`src/rtl/muldiv_unit.sv`:
```
// Iterative RV32M multiply/divide unit: shift-add multiply, restoring divide, one bit per cycle.
// Latency: accept in cycle 0, XLEN CALC cycles, result valid from cycle XLEN+1 (cycle 1 for special cases).
// Backpressure: result held in DONE until result_ready; start_ready low whenever not IDLE or killed.
module muldiv_unit #(
  parameter int XLEN = 32
) (
  input  logic            i_clk,
  input  logic            i_rst,
  input  logic            i_start_valid,
  output logic            o_start_ready,
  input  logic [2:0]      i_op,
  input  logic [XLEN-1:0] i_a,
  input  logic [XLEN-1:0] i_b,
  input  logic            i_kill,
  output logic            o_result_valid,
  input  logic            i_result_ready,
  output logic [XLEN-1:0] o_result,
  output logic            o_busy
);

  localparam int CW = $clog2(XLEN);

  typedef enum logic [1:0] {S_IDLE, S_CALC, S_DONE} state_t;

  state_t            r_state;
  state_t            w_next;
  logic [CW-1:0]     r_cnt;
  logic [2:0]        r_op;
  logic              r_neg_q;     // product / quotient must be negated at finish
  logic              r_neg_r;     // remainder takes the dividend's sign
  logic [XLEN-1:0]   r_opnd;      // multiplicand (mul) or divisor (div) magnitude
  logic [2*XLEN-1:0] r_acc;       // {partial product, multiplier} or {remainder, quotient}
  logic [XLEN-1:0]   r_result;

  logic              w_accept;
  logic              w_a_signed;
  logic              w_b_signed;
  logic              w_a_neg;
  logic              w_b_neg;
  logic [XLEN-1:0]   w_a_mag;
  logic [XLEN-1:0]   w_b_mag;
  logic              w_special;
  logic [XLEN-1:0]   w_special_res;

  logic [XLEN:0]     w_mul_sum;
  logic [2*XLEN-1:0] w_mul_step;
  logic [XLEN:0]     w_div_top;
  logic              w_div_ge;
  logic [XLEN-1:0]   w_div_diff;
  logic [XLEN-1:0]   w_div_rem;
  logic [2*XLEN-1:0] w_div_step;
  logic [2*XLEN-1:0] w_step;
  logic [2*XLEN-1:0] w_prod;
  logic [XLEN-1:0]   w_quot_mag;
  logic [XLEN-1:0]   w_rem_mag;
  logic [XLEN-1:0]   w_quot;
  logic [XLEN-1:0]   w_rem;
  logic [XLEN-1:0]   w_final;

  assign w_accept = (r_state == S_IDLE) && !i_kill && i_start_valid;

  // Only MULHU/DIVU/REMU (x11, 101, 111) treat a as unsigned; MULHSU additionally treats b as unsigned.
  assign w_a_signed = !(i_op[0] && (i_op[1] || i_op[2]));
  assign w_b_signed = w_a_signed && (i_op != 3'b010);
  assign w_a_neg    = w_a_signed && i_a[XLEN-1];
  assign w_b_neg    = w_b_signed && i_b[XLEN-1];
  assign w_a_mag    = w_a_neg ? (~i_a + 1'b1) : i_a;
  assign w_b_mag    = w_b_neg ? (~i_b + 1'b1) : i_b;

  // Divide-by-zero and signed overflow resolve at accept without iterating
  always_comb begin
    w_special     = 1'b0;
    w_special_res = '0;
    if (i_op[2]) begin
      if (i_b == '0) begin
        w_special     = 1'b1;
        w_special_res = i_op[1] ? i_a : '1;
      end else if (!i_op[0] && (i_a == {1'b1, {(XLEN-1){1'b0}}}) && (i_b == '1)) begin
        w_special     = 1'b1;
        w_special_res = i_op[1] ? '0 : i_a;
      end
    end
  end

  // Multiply step: conditionally add multiplicand to the upper half, then shift the whole pair right
  assign w_mul_sum  = {1'b0, r_acc[2*XLEN-1:XLEN]} + (r_acc[0] ? {1'b0, r_opnd} : '0);
  assign w_mul_step = {w_mul_sum, r_acc[XLEN-1:1]};

  // Divide step: shift remainder left taking the next dividend bit, subtract divisor if it fits
  assign w_div_top  = r_acc[2*XLEN-1:XLEN-1];
  assign w_div_ge   = w_div_top >= {1'b0, r_opnd};
  assign w_div_diff = w_div_top[XLEN-1:0] - r_opnd;
  assign w_div_rem  = w_div_ge ? w_div_diff : w_div_top[XLEN-1:0];
  assign w_div_step = {w_div_rem, r_acc[XLEN-2:0], w_div_ge};

  assign w_step = r_op[2] ? w_div_step : w_mul_step;

  // Sign fix-up and result selection applied to the final step's output
  assign w_prod     = r_neg_q ? (~w_step + 1'b1) : w_step;
  assign w_quot_mag = w_step[XLEN-1:0];
  assign w_rem_mag  = w_step[2*XLEN-1:XLEN];
  assign w_quot     = r_neg_q ? (~w_quot_mag + 1'b1) : w_quot_mag;
  assign w_rem      = r_neg_r ? (~w_rem_mag + 1'b1) : w_rem_mag;

  // Pick the result field for the latched opcode
  always_comb begin
    w_final = '0;
    case (r_op)
      3'b000:                 w_final = w_prod[XLEN-1:0];
      3'b001, 3'b010, 3'b011: w_final = w_prod[2*XLEN-1:XLEN];
      3'b100, 3'b101:         w_final = w_quot;
      default:                w_final = w_rem;
    endcase
  end

  // State register
  always_ff @(posedge i_clk or posedge i_rst) begin
    if (i_rst) r_state <= S_IDLE;
    else       r_state <= w_next;
  end

  // Next state and handshake outputs; kill beats a simultaneous result handshake
  always_comb begin
    w_next         = r_state;
    o_start_ready  = 1'b0;
    o_result_valid = 1'b0;
    o_busy         = 1'b1;
    case (r_state)
      S_IDLE: begin
        o_busy        = 1'b0;
        o_start_ready = !i_kill;
        if (w_accept) w_next = w_special ? S_DONE : S_CALC;
      end
      S_CALC: begin
        if (i_kill)              w_next = S_IDLE;
        else if (r_cnt == '0)    w_next = S_DONE;
      end
      S_DONE: begin
        o_result_valid = 1'b1;
        if (i_kill || i_result_ready) w_next = S_IDLE;
      end
      default: w_next = S_IDLE;
    endcase
  end

  // Datapath: latch operands on accept, iterate in CALC, register the result on the last step
  always_ff @(posedge i_clk or posedge i_rst) begin
    if (i_rst) begin
      r_cnt    <= '0;
      r_op     <= '0;
      r_neg_q  <= 1'b0;
      r_neg_r  <= 1'b0;
      r_opnd   <= '0;
      r_acc    <= '0;
      r_result <= '0;
    end else if (w_accept) begin
      r_cnt   <= CW'(XLEN-1);
      r_op    <= i_op;
      r_neg_q <= w_a_neg ^ w_b_neg;
      r_neg_r <= w_a_neg;
      if (i_op[2]) begin
        r_opnd <= w_b_mag;
        r_acc  <= {{XLEN{1'b0}}, w_a_mag};
      end else begin
        r_opnd <= w_a_mag;
        r_acc  <= {{XLEN{1'b0}}, w_b_mag};
      end
      if (w_special) r_result <= w_special_res;
    end else if ((r_state == S_CALC) && !i_kill) begin
      r_acc <= w_step;
      r_cnt <= r_cnt - 1'b1;
      if (r_cnt == '0) r_result <= w_final;
    end
  end

  assign o_result = r_result;

endmodule
```
`config.mk`:
```
export PLATFORM = sky130hd
export DESIGN_NAME = muldiv_unit
export DESIGN_NICKNAME = d
export VERILOG_FILES = /design/src/rtl/muldiv_unit.sv
export SDC_FILE = /design/constraint.sdc
export NUM_CORES = 1
export LEC_CHECK = 0
export BUFFER_PORTS_ARGS = -buffer_cell sky130_fd_sc_hd__buf_2
export CAP_MARGIN = 25
export CORE_MARGIN = 2
export CORE_UTILIZATION = 45
export CTS_CLUSTER_DIAMETER = 200
export DETAILED_ROUTE_END_ITERATION = 12
export PLACE_DENSITY_LB_ADDON = 0.05
export SETUP_SLACK_MARGIN = 0.5
export SYNTH_ARGS = -nofsm -noshare
export SYNTH_HDL_FRONTEND = slang
export SYNTH_SLANG_ARGS = --single-unit
```
`constraint.sdc`:
```
create_clock -name i_clk -period 5.81 [get_ports i_clk]
set_input_delay 0.2905 -clock i_clk [delete_from_list [all_inputs] [get_ports i_clk]]
set_output_delay 0.2905 -clock i_clk [all_outputs]
set_load 0.005 [all_outputs]
```
==> results.toml, run 1 <==
[die]
die_area_sq_mm = 0.0375
num_io_pins = 107
floorplan.rows = 69
fp.dieW_um = 194
die_h_um = 194
start_util = 0.456
core_sq_mm = 0.0355

[final_layout]
fin_nets = 2413
seqCellArea_sq_mm = 0.00351
post-route-util = 0.508
multiInputGateArea_sq_mm = 0.0119
finalInstanceArea_sq_mm = 0.0180
mostFrequentLayoutCells = "nand2_1, o21ai_0, nor2_1"
fillers = 3548
area_growth_pct = 11.6
num_antenna_cells = 0
drive_gt1_frac = 0.134
layout_commonest_cell = "nand2_1"

[setup_path]
start_kind = "flip-flop"
rr_worst_depth = 17
required_ns = 6.13
slowest_delay_ns = 0.59
criticalPathCategory = "flip-flop to flip-flop"
endpoint = "o_result[28]"
worstPathArrival_ns = 5.48
crit_start = "r_opnd[17]"
cpMostUsedCell = "buf_4"
path_max_fanout = 22
r2r-start = "r_opnd[17]"
timing.rr.end = "o_result[28]"
reg2reg_slack_ns = 0.65
cp-end-kind = "flip-flop"
path_cells = "inv_1 > ha_1 > nand4_1 > nor4_1 > a22oi_1 > a22o_4 > buf_4 > nand2_8 > a311o_2 > o21ai_2 > or3b_4 > or4_4 > o31ai_2 > xor2_1 > a221oi_1 > buf_4 > o221ai_2"
crit_slowest_cell = "or4_4"

[status]
status = "finished with violations"
violations = "negative hold slack"

[synthesis]
synth_adder_area_share = 0.0574
synthesis.nets = 2358
synth.area.mux_share = 0.0328
syn_area_sq_mm = 0.0162
synth_top_family_by_area = "compound AO/OA/AOI/OAI gates"
synthArstFlopShare = 1.00
synth_enable_flop_cells = 0
synth_seq_cells = 140
synth_xor_area_frac = 0.0943
yosys_warnings = 0
synth_cell_types = 117
netlist_instances = 2213
synth-compound-area-share = 0.297
synthSimpleGateAreaFrac = 0.248
yosysSeqAreaShare = 0.217
synth-main-ff-cell = "dfrtp_1"
avgSynthCellArea_sq_um = 7.30

[routing]
vias_per_cell = 6.41
postRouteAntennaNets = 0
initialDrtViolationCount = 1884
wl_um = 69400
route.detailed.drc = 0
wl_per_cell_um = 25.3
routed-via-count = 17600
first_pass_iters = 5

[clock_network]
clkSinkCount = 140
cts_tree = "done"
cts_max_path_buffers = 2
clk_latency_ns = 0.46
root_buffer = "clkbuf_16"
clk_pin_slew_ns = 0.07
cts_max_level = 4
cts-hold-fix-buffers = 0
numCtsBuffers = 17

[grt]
track_usage = 0.365
grt_pass1_vias = 16700
grt_pass1_wl_um = 105000
antenna_found_initial = 5
grt_remaining_overflow = 0
grt_max_degree = 82

[placement]
io_buffers = 106
dpl_cell_area_sq_mm = 0.0172
pre_cts_ws_ns = 0.464
dp_hpwl_um = 54300
place_congestion = 0.988

[job]
cap_violations = 0

[timing]
timing.hold.ws_ns = -0.0228
relSlewSlack = 0.328
fin_crit_ns = 5.16
fin_worst_skew_ns = 0.0124
setup_tns_ns = 0
fin_ws_ns = 0.654
setup_violations = 0
max_freq_ghz = 0.194
rsz0062_at_grt = "true"
maxSlewViolCount = 0
hold_viol = 15
tightestPinTransition_ns = 0.997
post-route-period-util = 0.887

[pwr]
p_per_area_mw_per_mm2 = 560
vdd_drop_max_v = 0.000329
p_leak_uw = 0.00769

[min_path]
min_path_type = "input pin to asynchronous set/reset pin"
[per-layer routing]
| metal | up-vias | GRT usage | wire length [um] |
|---|---|---|---|
| met5 | - | 0 | 58 |
| met2 | 741 | 0.581 | 31300 |
| li1 | 8177 | - | - |
| met1 | 8479 | 0.487 | 29800 |
| met3 | 164 | 0.0540 | 4890 |
| met4 | 4 | 0.172 | 3310 |
[report_power, final]
group          switching [uW]  total [uW]  leakage, uW  internal, uW
Combinational            4630        7260      0.00560          2630
Sequential                378        1600      0.00179          1220
Clock                     480        1230     0.000303           752
[worst max-delay path, delay by kind of cell (launching register included)]
family,cells,cell delay (ns)
xor gates and xnor gates,1,0.11
and+or+nand+nor,5,1.98
buffers and inverters,3,0.43
AOI/OAI and AO/OA,7,1.56
adders and majority gates,1,0.47
DFF,1,0.43
[registers in the layout, indices dropped and copies added, names as in the netlist]
register,flops
r_neg_q,1
r_state,2
o_result,32
r_opnd,32
r_op,3
r_cnt,5
r_acc,64
r_neg_r,1
[layout make-up]
| cell class | count | share of cell area |
|---|---|---|
| tap | 461 | 0.0320 |
| timing repair buffer | 176 | 0.0604 |
| clock inverter | 10 | 0.00895 |
| multi-input combinational | 1861 | 0.662 |
| inverter | 72 | 0.0153 |
| clock buffer | 22 | 0.0263 |
| sequential | 140 | 0.195 |
[worst min path at each step]
stage                 startpoint            to  slack, ns  depth (start not counted)
floorplan                i_op[0]       r_op[0]       0.40                          2
global placement    o_result[20]  o_result[20]       0.47                          2
detailed placement   o_result[5]   o_result[5]       0.47                          2
CTS                        i_rst     r_opnd[4]       0.02                          2
global route               i_rst      r_acc[4]       0.05                          2
finish                     i_rst     r_opnd[4]      -0.02                          2
[synth_stat cells (36+ instances only)]
master | count | area [sq um]
o21ai_0 | 212 | 1060
nand3_1 | 75 | 375
nor3_1 | 57 | 285
ha_1 | 71 | 888
clkbuf_1 | 95 | 357
a21oi_1 | 174 | 871
mux2i_1 | 46 | 460
nand2_1 | 297 | 1110
and2_1 | 46 | 288
o211ai_1 | 36 | 270
dfrtp_1 | 140 | 3500
nor2_1 | 176 | 661
xnor2_1 | 97 | 850
inv_1 | 70 | 263
xor2_1 | 77 | 674
[per-stage QoR]
| stage | instances | power, uW |
|---|---|---|
| after global placement | 2700 | 8450 |
| after floorplan | 2213 | 6240 |
| after CTS | 2737 | 9770 |
| after global routing | 2742 | 10700 |
| final | 2742 | 10100 |
| after detailed placement | 2703 | 8450 |
[repair_timing]
| item | in CTS | in global routing |
|---|---|---|
| pin swaps | 2 | 4 |
| setup buffers | 2 | 5 |
| setup endpoints to repair | 2 | 22 |
| gates resized for setup | 5 | 25 |
[kinds of logic (layout without fill, tap and decap cells)]
kind of cell / Yosys count / count (layout)
compound gates: 728 / 728
xor+xnor: 174 / 174
fa+ha+maj: 73 / 73
buf+inv: 212 / 280
flops: 140 / 140
mux: 52 / 52
simple gates: 834 / 834
(Power assumes the default switching activity.)
==> inputs of run 2 (changes only) <==
Settings changed: CORE_UTILIZATION 45 to 31.
==> run 2 against run 1 <==
  * The flow now finishes without violations
  * Utilization decreased by 15 points
  * Combinational power rose by 6.9%
  * Die area is 44% higher
  * Clock skew about the same
  * Count of clock-buffer cells in the layout is 3 lower
  * Largest power group unchanged
  * Largest cell class unchanged
  * Final cell count increased by 9.2%
  * Global-route usage shrank 7.4 points
  * First-iteration DRC count shrank 27%
  * Clock power decreased by 6%
==> results.toml, run 2 (synthesized netlist as in run 1, its figures left out) <==
[status]
status = "finished, final reports clean"

[grt]
track_usage = 0.291
antenna_found_initial = 6
grt_remaining_overflow = 0
grt_pass1_wl_um = 114000
grt_pass1_vias = 16500
grt_max_degree = 75

[routing]
wl_um = 78500
first_pass_iters = 5
routed-via-count = 17400
initialDrtViolationCount = 1384
wl_per_cell_um = 26.2
route.detailed.drc = 0
vias_per_cell = 5.81
postRouteAntennaNets = 0

[final_layout]
num_antenna_cells = 0
largest_register_ffs = 64
mostFrequentLayoutCells = "nand2_1, o21ai_0, nor2_1"
multiInputGateArea_sq_mm = 0.0121
drive_gt1_frac = 0.159
fin_nets = 2446
area_growth_pct = 15.3
fillers = 5518
layout_commonest_cell = "nand2_1"
seqCellArea_sq_mm = 0.00352
fin_cells = 2994
top_register = "r_acc"

[pwr]
p_sw_frac = 0.557
vdd_drop_max_v = 0.000292
finalPower_uw = 10500
clkPwrFrac = 0.110
p_sw_uw = 5860
p_int_uw = 4660
p_per_area_mw_per_mm2 = 565
combPwrFrac = 0.737
pwr-share-seq = 0.153
p_leak_uw = 0.00781

[die]
fp.dieW_um = 232
die_area_sq_mm = 0.0540
start_util = 0.314
core_sq_mm = 0.0514
num_io_pins = 107
floorplan.rows = 83
die_h_um = 232

[timing]
fin_worst_skew_ns = 0.0121
fin_ws_ns = 0.637
tightestPinTransition_ns = 0.940
relSlewSlack = 0.370
setup_violations = 0
max_freq_ghz = 0.193
hold_viol = 0
maxSlewViolCount = 0
setup_tns_ns = 0
post-route-period-util = 0.890
rsz0062_at_grt = "true"
fin_crit_ns = 5.17

[min_path]
min_from = "i_result_ready"
min_path_type = "input pin to flip-flop"

[clock_network]
clk_pin_slew_ns = 0.07
numCtsBuffers = 17
cts_tree = "done"
clk_latency_ns = 0.50
cts_max_level = 4
cts_max_path_buffers = 2
clkSinkCount = 140
root_buffer = "clkbuf_16"

[placement]
io_buffers = 106
place_congestion = 0.924
dp_hpwl_um = 61500
placed_cells = 2936
pre_cts_ws_ns = 0.236

[setup_path]
crit_start = "r_acc[49]"
required_ns = 6.16
start_kind = "flip-flop"
path_max_fanout = 8
r2r-start = "r_acc[49]"
cp-end-kind = "flip-flop"
worstPathArrival_ns = 5.53
criticalPathCategory = "flip-flop to flip-flop"

[job]
cap_violations = 0
run 2: cell count changes in the layout (fill, tap and decap cells not counted), moves of 6 or more:
cell	delta
ha_4	+6
ha_2	+6
ha_1	-12
buf_4	+34
run 2: path summary, 6_finish.rpt:
path,endpoint,slack (ns),cells after the start
worst max-delay path,o_result[14],0.64,18
worst min-delay path,r_state[1],0.09,3
worst max register to register,o_result[14],0.64,18
worst min register to register,o_result[0],0.50,2
max in group asynchronous,r_acc[47],4.08,5
min in group asynchronous,r_cnt[4],0.45,3
run 2: area by class of cell:
| cell class | instances | area share |
|---|---|---|
| clock buffers | 19 | 0.0238 |
| clock inverters | 13 | 0.00712 |
| inverters | 72 | 0.0148 |
| multi-input cells | 1861 | 0.648 |
| flip-flops and latches | 140 | 0.189 |
| well taps | 680 | 0.0457 |
| repair buffers | 209 | 0.0718 |
run 2: power by group through the flow:
| stage | clock network (uW) | logic, uW | registers [uW] |
|---|---|---|---|
| finish | 1160 | 7760 | 1610 |
| global route | 1220 | 8310 | 1650 |
| CTS | 1190 | 7420 | 1590 |
| detailed placement | 0 | 7220 | 1610 |
| global placement | 0 | 7270 | 1610 |
| floorplan | 0 | 4800 | 1430 |
run 2: critical path: stages (launching register included):
cell,delay [ns]
dfrtp_2,0.45
ha_2,0.37
a21oi_4,0.23
o21ai_2,0.12
a2111oi_4,0.41
a22o_4,0.25
a31o_4,0.21
ha_2,0.21
o211ai_1,0.12
or3_4,0.37
or3_4,0.35
or2_2,0.32
nor2_2,0.12
nand2_1,0.07
or4_4,0.45
nand2_1,0.10
xnor2_1,0.08
a222oi_1,0.61
o221ai_1,0.19
run 2: layer usage:
metal | vias to the layer above | GRT usage | part of all wire
li1 | 8236 | - | -
met4 | 4 | 0.0807 | 0.022
met2 | 545 | 0.482 | 0.47
met5 | - | 0 | 0.00032
met1 | 8522 | 0.398 | 0.46
met3 | 89 | 0.0351 | 0.047
run 2: repair_timing:
item                                   CTS  global route
hold buffers                             1             0
setup buffers                           12            13
endpoints found under the hold margin   71             0
gates resized for setup                 25            41
pin swaps                               12            14
setup endpoints to repair               11            14
run 2: per-stage QoR:
step / utilization / hold WS, ns / instance area [sq um]
3_5_place_dp: 0.342 / 0.471 / 17600
5_1_grt: 0.363 / 0.0885 / 18600
2_1_floorplan: - / 0.396 / 16200
3_3_place_gp: 0.342 / 0.470 / 17600
4_1_cts: 0.357 / 0.0494 / 18400
6_report: 0.363 / 0.0899 / 18600
